<file path="src/rtl/monitor_tester_pkg.sv">
// Shared definitions for the monitor tester pattern sequencing logic.
// Latency: n/a (types, constants and a pure function only).
// Backpressure: n/a.
//
// Contents: default mode count/width, scheduler FSM state enum, and the
// 1-based modular add used to step through pattern modes.
package monitor_tester_pkg;

  localparam int NUM_MODES = 7;
  localparam int MODE_W    = 5;

  typedef enum logic [1:0] {
    MANUAL   = 2'd0,
    AUTO     = 2'd1,
    OVERRIDE = 2'd2
  } sched_state_e;

  // 1-based modular add: maps base+delta into 1..n.
  // The 4*n bias keeps the dividend non-negative for |delta| <= 3,
  // so the remainder never comes out negative.
  function automatic int wrap_mode(input int base, input int delta, input int n);
    int t;
    t = base - 1 + delta + 4 * n;
    return (t % n) + 1;
  endfunction

endpackage

</file>
<file path="src/rtl/switch_override_decode.sv">
// Switch override decode: one-hot check on the switch bank, bit index -> mode.
// Latency: purely combinational, zero cycles.
// Backpressure: none; the result is consumed only at frame boundaries.
//
// Ports:
//   switches  in   10      raw override switch bank
//   ovReq     out  1       exactly one bit set, and that bit maps to a valid mode
//   ovMode    out  MODE_W  requested mode (bit k -> mode k+1), 0 when ovReq=0
module switch_override_decode
  import monitor_tester_pkg::*;
#(
  parameter int NUM_MODES = monitor_tester_pkg::NUM_MODES,
  parameter int MODE_W    = monitor_tester_pkg::MODE_W
) (
  input  logic [9:0]        switches,
  output logic              ovReq,
  output logic [MODE_W-1:0] ovMode
);

  logic one_hot;

  // x & (x-1) clears the lowest set bit; zero afterwards means at most one bit.
  assign one_hot = (switches != 10'd0) && ((switches & (switches - 10'd1)) == 10'd0);

  always_comb begin
    ovReq  = 1'b0;
    ovMode = '0;
    for (int k = 0; k < 10; k++) begin
      // Bits at or above NUM_MODES have no pattern behind them: no override.
      if (one_hot && switches[k] && (k < NUM_MODES)) begin
        ovReq  = 1'b1;
        ovMode = MODE_W'(k + 1);
      end
    end
  end

endmodule

</file>
<file path="src/rtl/pattern_mode_scheduler.sv">
// Pattern mode scheduler: buttons, switch override and auto-cycle -> displayed mode.
// Latency: outputs update on the clock edge that samples frameStart; valid next cycle.
// Backpressure: none; presses between frames accumulate in a saturating +/-3 delta.
//
// Ports:
//   clock25MHz      in   1       pixel clock
//   resetN          in   1       synchronous active-low reset
//   nextPressed     in   1       one-cycle pulse, step forward
//   prevPressed     in   1       one-cycle pulse, step backward
//   switches        in   10      override bank (one-hot selects a mode)
//   frameStart      in   1       one-cycle pulse at start of vertical blank
//   autoEnable      in   1       level, enables auto-cycle
//   displayMode     out  MODE_W  registered mode for the pattern mux
//   modeChanged     out  1       pulse in the cycle displayMode takes a new value
//   overrideActive  out  1       registered, high while a switch override is shown
module pattern_mode_scheduler
  import monitor_tester_pkg::*;
#(
  parameter int NUM_MODES   = monitor_tester_pkg::NUM_MODES,
  parameter int MODE_W      = monitor_tester_pkg::MODE_W,
  parameter int AUTO_FRAMES = 300,
  parameter int CNT_W       = 9
) (
  input  logic              clock25MHz,
  input  logic              resetN,
  input  logic              nextPressed,
  input  logic              prevPressed,
  input  logic [9:0]        switches,
  input  logic              frameStart,
  input  logic              autoEnable,
  output logic [MODE_W-1:0] displayMode,
  output logic              modeChanged,
  output logic              overrideActive
);

  localparam logic signed [2:0] PEND_MAX = 3'sd3;
  localparam logic signed [2:0] PEND_MIN = -3'sd3;
  localparam logic [CNT_W-1:0]  CNT_LAST = CNT_W'(AUTO_FRAMES - 1);

  // State and registered outputs
  sched_state_e       state_q, state_d;
  logic [MODE_W-1:0]  base_q, base_d;
  logic signed [2:0]  pend_q, pend_d;
  logic [CNT_W-1:0]   cnt_q, cnt_d;
  logic [MODE_W-1:0]  disp_q, disp_d;
  logic               chg_q, chg_d;
  logic               ovr_q, ovr_d;

  // Override decode
  logic               ov_req;
  logic [MODE_W-1:0]  ov_mode;

  switch_override_decode #(
    .NUM_MODES (NUM_MODES),
    .MODE_W    (MODE_W)
  ) u_ov_decode (
    .switches (switches),
    .ovReq    (ov_req),
    .ovMode   (ov_mode)
  );

  // Net button request this cycle; simultaneous next+prev cancel out.
  logic signed [2:0] press_delta;
  logic signed [2:0] pend_sat;

  always_comb begin
    press_delta = 3'sd0;
    if (nextPressed && !prevPressed) begin
      press_delta = 3'sd1;
    end else if (prevPressed && !nextPressed) begin
      press_delta = -3'sd1;
    end
  end

  // Saturating accumulate: presses beyond +/-3 in one frame are dropped.
  always_comb begin
    pend_sat = pend_q;
    if ((press_delta == 3'sd1) && (pend_q != PEND_MAX)) begin
      pend_sat = pend_q + 3'sd1;
    end else if ((press_delta == -3'sd1) && (pend_q != PEND_MIN)) begin
      pend_sat = pend_q - 3'sd1;
    end
  end

  always_comb begin
    state_d = state_q;
    base_d  = base_q;
    pend_d  = pend_sat;
    cnt_d   = cnt_q;
    disp_d  = disp_q;
    chg_d   = 1'b0;
    ovr_d   = ovr_q;

    if (frameStart) begin
      if (ov_req) begin
        state_d = OVERRIDE;
      end else if (autoEnable) begin
        state_d = AUTO;
      end else begin
        state_d = MANUAL;
      end

      // A press coinciding with frameStart belongs to the next frame.
      pend_d = press_delta;

      if (pend_q != 3'sd0) begin
        // Manual step applies in every state and restarts the auto dwell.
        base_d = MODE_W'(wrap_mode(int'(base_q), int'(pend_q), NUM_MODES));
        cnt_d  = '0;
      end else if (state_d == AUTO) begin
        if (cnt_q == CNT_LAST) begin
          base_d = MODE_W'(wrap_mode(int'(base_q), 1, NUM_MODES));
          cnt_d  = '0;
        end else begin
          cnt_d = cnt_q + CNT_W'(1);
        end
      end else begin
        cnt_d = '0;
      end

      disp_d = (state_d == OVERRIDE) ? ov_mode : base_d;
      chg_d  = (disp_d != disp_q);
      ovr_d  = (state_d == OVERRIDE);
    end
  end

  always_ff @(posedge clock25MHz) begin
    if (!resetN) begin
      state_q <= MANUAL;
      base_q  <= MODE_W'(1);
      pend_q  <= 3'sd0;
      cnt_q   <= '0;
      disp_q  <= MODE_W'(1);
      chg_q   <= 1'b0;
      ovr_q   <= 1'b0;
    end else begin
      state_q <= state_d;
      base_q  <= base_d;
      pend_q  <= pend_d;
      cnt_q   <= cnt_d;
      disp_q  <= disp_d;
      chg_q   <= chg_d;
      ovr_q   <= ovr_d;
    end
  end

  assign displayMode    = disp_q;
  assign modeChanged    = chg_q;
  assign overrideActive = ovr_q;

endmodule
</file>
<file path="config.mk">
export PLATFORM = sky130hd
export DESIGN_NAME = pattern_mode_scheduler
export DESIGN_NICKNAME = d
export VERILOG_FILES = /design/src/rtl/monitor_tester_pkg.sv /design/src/rtl/switch_override_decode.sv /design/src/rtl/pattern_mode_scheduler.sv
export SDC_FILE = /design/constraint.sdc
export NUM_CORES = 1
export LEC_CHECK = 0
export ABC_AREA = 1
export BUFFER_PORTS_ARGS = -buffer_cell sky130_fd_sc_hd__buf_2
export CELL_PAD_IN_SITES_DETAIL_PLACEMENT = 0
export CELL_PAD_IN_SITES_GLOBAL_PLACEMENT = 2
export CORE_UTILIZATION = 36
export CTS_CLUSTER_SIZE = 16
export DETAILED_ROUTE_END_ITERATION = 12
export GPL_ROUTABILITY_DRIVEN = 0
export HOLD_SLACK_MARGIN = 0.1
export PLACE_DENSITY_LB_ADDON = 0.2
export SETUP_SLACK_MARGIN = 0.4
export SYNTH_ARGS = -nofsm -noshare
export SYNTH_HDL_FRONTEND = slang
export SYNTH_SLANG_ARGS = --single-unit
export TNS_END_PERCENT = 10
</file>
<file path="constraint.sdc">
create_clock -name clock25MHz -period 23.7 [get_ports clock25MHz]
set_clock_uncertainty 0.15 [all_clocks]
set_input_delay 0 -clock clock25MHz [delete_from_list [all_inputs] [get_ports clock25MHz]]
set_output_delay 0 -clock clock25MHz [all_outputs]
set_load 0.01 [all_outputs]
</file>
Word-level counts from Yosys, hierarchy flattened
Index checks and enable logic that the tools add are counted.

word-level totals
  input port bits = 16
  word-level logic and storage cells = 77
  register bits after elaboration = 24
  output and inout port bits = 7

cells by class
  div/mod/pow operators = 2
  equality and inequality tests = 8
  multiplexer cells = 30
  reductions and logical operators = 19
  $add $sub $neg = 11
  bitwise operators = 1

operator list
  cell                                                                       count
  32-bit by 4-bit remainder unit with 32-bit output (second input constant)  2
  5-bit two-way mux                                                          11
  32-bit by 6-bit adder with 32-bit output (second input constant)           1
  9-bit two-way mux                                                          3
  3-bit two-way mux                                                          5
  1-bit logical AND                                                          12
  5-bit by 2-bit adder with 5-bit output (second input constant)             2
  10-bit bitwise AND                                                         1
  10-bit logical NOT                                                         1
  10-bit nonzero test                                                        1
  10-bit by 1-bit subtractor with 10-bit output (second input constant)      1
  9-bit by 1-bit adder with 9-bit output (second input constant)             1
  9-bit == test (second input constant)                                      1
  1-bit two-way mux                                                          9
  7-bit by 6-bit adder with 8-bit output (second input constant)             1
  6-bit by 2-bit adder with 7-bit output (second input constant)             1
  6-bit by 3-bit adder with 7-bit output                                     1
  3-bit inequality test (second input constant)                              2
  3-bit nonzero test                                                         2
  5-bit by 1-bit subtractor with 6-bit output (second input constant)        1
  5-bit inequality test                                                      1
  2-bit two-way mux                                                          2
  3-bit by 2-bit adder with 3-bit output (second input constant)             1
  3-bit by 1-bit == test with 1-bit output (second input constant)           1
  other kinds (6)                                                            7

Logic depth before layout (Yosys ltp)
  word-level depth = 20
  gate-level depth with buffers = 143

By module
Synthesis repeated with hierarchy kept, for this count alone.

unflattened totals
  cells, all modules = 978
  area, all modules = 5427.7 µm²

by module, submodules not included
  module                  instances  area an instance (µm²)  cells an instance
  pattern_mode_scheduler  1          5153.7                  918
  switch_override_decode  1          274.0                   60

Worst setup path after synthesis
No wires, ideal clock.

  path kind = flip-flop to flip-flop
  start point = reg base_q[0]
  end point = reg chg_q (netlist: modeChanged)
  buffers on the path = 0
  setup slack = 11.027 ns
  data required time = 23.432 ns
  stages on the path, launching flop included = 131
  arrival time = 12.405 ns
  cell sequence = dfxtp_1 -> inv_1 -> ha_1 -> xor2_1 -> ha_1 -> nand2_1 -> nand2_1 -> inv_1 -> nand3_1 -> nand2_2 -> ha_1 -> nand2_1 -> nand3_1 -> ha_1 -> nand2_1 -> inv_1 -> nand2_1 -> nor4_1 -> (+95 left out) -> nand3_4 -> nand3_4 -> nand2_2 -> nand2_4 -> nand2_2 -> nand2_2 -> nand2_2 -> nand2_1 -> nor2_1 -> nand2_1 -> nand3_1 -> nand2_1 -> nand2_1 -> nand2_1 -> nand2_1 -> nand2_1 -> nor2_1 -> nor2_1

between the ends
  word-level cells in the longest chain between the ends = 11

RTL lines
  element                                                                           RTL line                       source
  start: declaration                                                                pattern_mode_scheduler.sv:42   logic [MODE_W-1:0] base_q, base_d;
  start signal: assignment                                                          pattern_mode_scheduler.sv:138  base_q <= base_d;
  branches (longest 7 deep; another with 32-bit by 6-bit adder with 32-bit output)  n/a
  5-bit two-way mux *                                                               pattern_mode_scheduler.sv:106  if (pend_q != 3'sd0) begin
  5-bit two-way mux *                                                               pattern_mode_scheduler.sv:94   if (frameStart) begin
  5-bit two-way mux *                                                               pattern_mode_scheduler.sv:121  disp_d = (state_d == OVERRIDE) ? ov_mode : base_d;
  5-bit inequality test *                                                           pattern_mode_scheduler.sv:122  chg_d = (disp_d != disp_q);
  end signal: assignment                                                            pattern_mode_scheduler.sv:142  chg_q <= chg_d;
  end: declaration                                                                  pattern_mode_scheduler.sv:46   logic chg_q, chg_d;

Every way passes the cells marked *. The select of a mux whose other input is x is not followed.
A chain may end at the register's enable or synchronous reset.

Worst setup path in the final report
  start point = reg base_q[0]
  end point = reg base_q[2]

between the ends
  word-level cells in the longest chain between the ends = 9

RTL lines
  element                                                                           RTL line                       source
  5-bit by 1-bit subtractor with 6-bit output *                                     monitor_tester_pkg.sv:23       t = base - 1 + delta + 4 * n;
  branches (longest 6 deep; another with 32-bit by 6-bit adder with 32-bit output)  n/a
  5-bit two-way mux *                                                               pattern_mode_scheduler.sv:106
  5-bit two-way mux *                                                               pattern_mode_scheduler.sv:94

Marks and branches as above.

==> flow_results.org <==
** Hold path
- Class of the tightest hold or removal check :: in -> reg

** Clock tree
- In this run the post-CTS setup repair buffer count came out at 0.
- For this design, the sink count on the clock tree is 24.
- CTS root buf :: clkbuf_16
- Once the clock tree was built, the resizer swapped 0 gates to a different size.
- Worst-path clk slew :: 0.07 ns
- The clock passes through at most 2 buffers.
- The number of clock buffers added by TritonCTS is 3.
- In this run the number of H-tree levels came out at 1.
- Insertion delay to the later sink of the worst-skew pair :: 0.26 ns
- TritonCTS built the clock tree.

** Timing
- The count of pins over their slew limit was 0.
- Setup Viol. Count Final :: 0
- Achievable clock frequency :: 0.0679 GHz
- Final critical-path required period :: 14.72 ns
- Setup repair after global routing left no endpoint under its margin.
- Post-route setup TNS :: 0 ns
- Count of endpoints failing hold in the final timing report :: 0
- Actual transition at the worst max-transition pin :: 0.613 ns
- Period utilization :: 62.1%
- Measured against its own limit, the worst slew margin works out to 58.7%.

** Cells and area
- After filler insertion, the fill cell instance count of the layout stands at 1,731.
- For this run, the number of standard cells in the final layout without fillers is 1,216.
- In the final layout, flip-flops and latches occupy 480 µm².
- Multi-input logic area :: 0.00440 mm²
- Layout cell share with drive strength beyond 1 :: 13.9%
- Nets :: 1,076
- 0 antenna diodes ended up in the layout.
- The area growth from synthesis to layout is 9.86%.

** Critical path
- The number of buffers and inverters on the critical path is 11.
- Kind of end point of the critical path :: flip-flop
- Dominant cell type by count on the critical path :: nand2_1
- The largest single stage delay on the critical path is 0.56 ns.
- The kind of cell with the highest combined delay along the critical path is simple AND/OR/NAND/NOR gates.
- Data on the critical path is required at its endpoint by 23.70 ns.
- In this run the register-to-register setup slack is 8.98 ns.
- Along the worst path, the maximum fanout reaches 9.
- Cell type of the slowest stage on the worst timing path :: dlygate4sd3_1
- The critical path is of the reg -> reg type.
- STA classifies the critical path startpoint as a flip-flop.
- Arrival time at the worst endpoint :: 14.73 ns

** Yosys
- In this run the mean area of a mapped cell was 5.61 µm².
- The mapped netlist covers 0.00558 mm².
- Of the synthesized area, sequential elements account for 8.60%.
- Post-synthesis cell type count :: 56
- Synthesis inferred 24 register bits.
- Synthesis handed over a netlist of 995 instances.
- The synthesized design spends more area on one cell type than any other, namely nand2_1.
- Area fraction of the dominant cell type after synthesis :: 19.0%
- Sorting the synthesized cells by area gives the leading types as nand2_1, inv_1, nand3_1.
- For this run, the number of Yosys warnings is 0.
- Syn_nets :: 1,042

** Die
- Starting density of the core :: 36.9%
- Core Area :: 0.0151 mm²
- Die Footprint :: 0.0160 mm²
- Die span in y :: 127 µm
- Floorplan die width :: 127 µm
- Top-level port count :: 23
- After floorplanning, the core was divided into 45 placement rows.

** Placed design
- In this run the tool buffered the top-level ports with 22 buffer cells.
- Final HPWL DP :: 11,100 µm
- Counting tap cells, the placed design contains a total of 1,200 instances.

** Global route
- Entering global routing, the biggest net connects 32 pins.
- Initial antenna violation count :: 0
- The first global-routing pass estimated 23,900 µm of wire.
- Overall routing resource usage :: 17.3%
- Via count of the first global-routing pass :: 5,448
- Gr ovfl total :: 0

** Routing
- Number of design-rule violations left by the first detailed-router iteration :: 244
- The count of nets left with antenna violations once routing finished came out at 0.
- Number of remaining DRC errors :: 0
- The first TritonRoute pass finished after 5 iterations.
- Detailed routing inserted a total of 5,882 vias.
- Via-to-Cell Ratio :: 4.84
- After detailed routing, the average wire length per cell comes to 11.0 µm.
- The routed design has 13,400 µm of wire.

** Status
- Result of the run :: finished, final reports clean

** Run
- Number of maximum-capacitance constraint violations :: 0
## layer usage
metal	wire length [µm]	vias up	GRT usage [%]	share of wire, %
met5	0	-	0	0
li1	-	3290	-	-
met1	7250	2529	25.0	54
met2	5790	56	29.1	43
met4	68	0	2.20	0.51
met3	283	7	0.928	2.1
## registers in the layout, summed over array words and instances (netlist names)
signal	cells
overrideActive	1
displayMode	5
cnt_q	9
base_q	5
pend_q	3
modeChanged	1
## area by class of cell
| class | count | area share (%) |
|---|---|---|
| Inverter | 180 | 11.1 |
| Sequential cell | 24 | 7.83 |
| Clock inverter | 1 | 0.489 |
| Tap cell | 188 | 3.83 |
| Timing Repair Buffer | 35 | 3.88 |
| Clock buffer | 3 | 1.22 |
| Multi-Input combinational cell | 785 | 71.7 |
## stage by stage
stage / hold WS (ns) / worst slack [ns] / util, % / cell area, µm²
after floorplan: -0.0117 / 11.03 / - / 5580
after global placement: 0.192 / 8.90 / 39.0 / 5910
after detailed placement: 0.187 / 9.03 / 39.0 / 5910
after CTS: 0.103 / 8.93 / 40.5 / 6130
after global routing: 0.121 / 6.72 / 40.5 / 6130
final: 0.103 / 8.98 / 40.5 / 6130
## worst paths after layout
check / from / to / cells past startpoint
hold reg to reg: overrideActive / overrideActive / 2
hold / removal: autoEnable / cnt_q[2] / 3
setup reg to reg: base_q[0] / base_q[2] / 120
setup / recovery: base_q[0] / base_q[2] / 120
## logic make-up (layout without fill, tap and decap cells)
group / Yosys count / in the layout / synth area share (%)
AND/OR/NAND/NOR: 592 / 592 / 51.8
buffers and inverters: 186 / 219 / 12.6
AO/OA/AOI/OAI: 128 / 128 / 13.9
XOR/XNOR: 34 / 34 / 5.80
adder cells (fa/ha/maj): 31 / 31 / 7.21
flip-flops: 24 / 24 / 8.60
## placed cells by master (no fill, tap or decap), types with 3 or more instances in the layout
cell / n
nor4_1: 3
inv_2: 12
nand3_1: 106
o21ai_1: 12
o21a_1: 6
a21oi_1: 29
o21ai_0: 41
buf_2: 22
nand4_1: 29
nand3_2: 12
nand4_2: 5
o31ai_1: 3
o22ai_1: 10
nand2_1: 283
o21bai_1: 4
nand3_4: 3
dlygate4sd3_1: 12
xnor2_1: 3
nor2_1: 62
nand2_4: 7
clkinv_1: 5
a31oi_1: 5
nand2_2: 52
dfxtp_1: 24
nor2_2: 9
xor2_1: 29
ha_1: 29
inv_1: 162
clkbuf_16: 3
nor3_1: 10
## Yosys cell counts (all sizes together)
library cell	instances
dfxtp	24
fa	2
nand3	121
o211ai	2
clkbuf	4
o32ai	2
nor4	3
o2111ai	2
nand2	343
o22ai	10
o21a	6
a21o	2
a21oi	30
o21ai	55
nor3b	1
clkinv	5
a22oi	2
nor3	13
xor2	29
a31oi	5
inv	175
nand3b	1
o31ai	3
and2	1
o41ai	2
xnor2	5
or2	2
ha	29
nor2	72
nand4	35
buf	2
o221ai	1
o21bai	6
## worst reg2reg max path: cells and delay by family, from the launching register on
family / cells / cell delay, ns
simple gates: 94 / 9.34
xor+xnor: 2 / 0.52
flops: 1 / 0.42
buf+inv: 11 / 1.47
compound gates: 8 / 1.14
fa+ha+maj: 5 / 1.60
## timing repair
item | in CTS | in global routing
setup endpoints to repair | 0 | 0
hold buffers | 12 | 0
endpoints found under the hold margin | 11 | 0
Power is left out: the tool's default activity adds up to more than one toggle a clock period on the data nets, which glitch-free logic cannot reach.
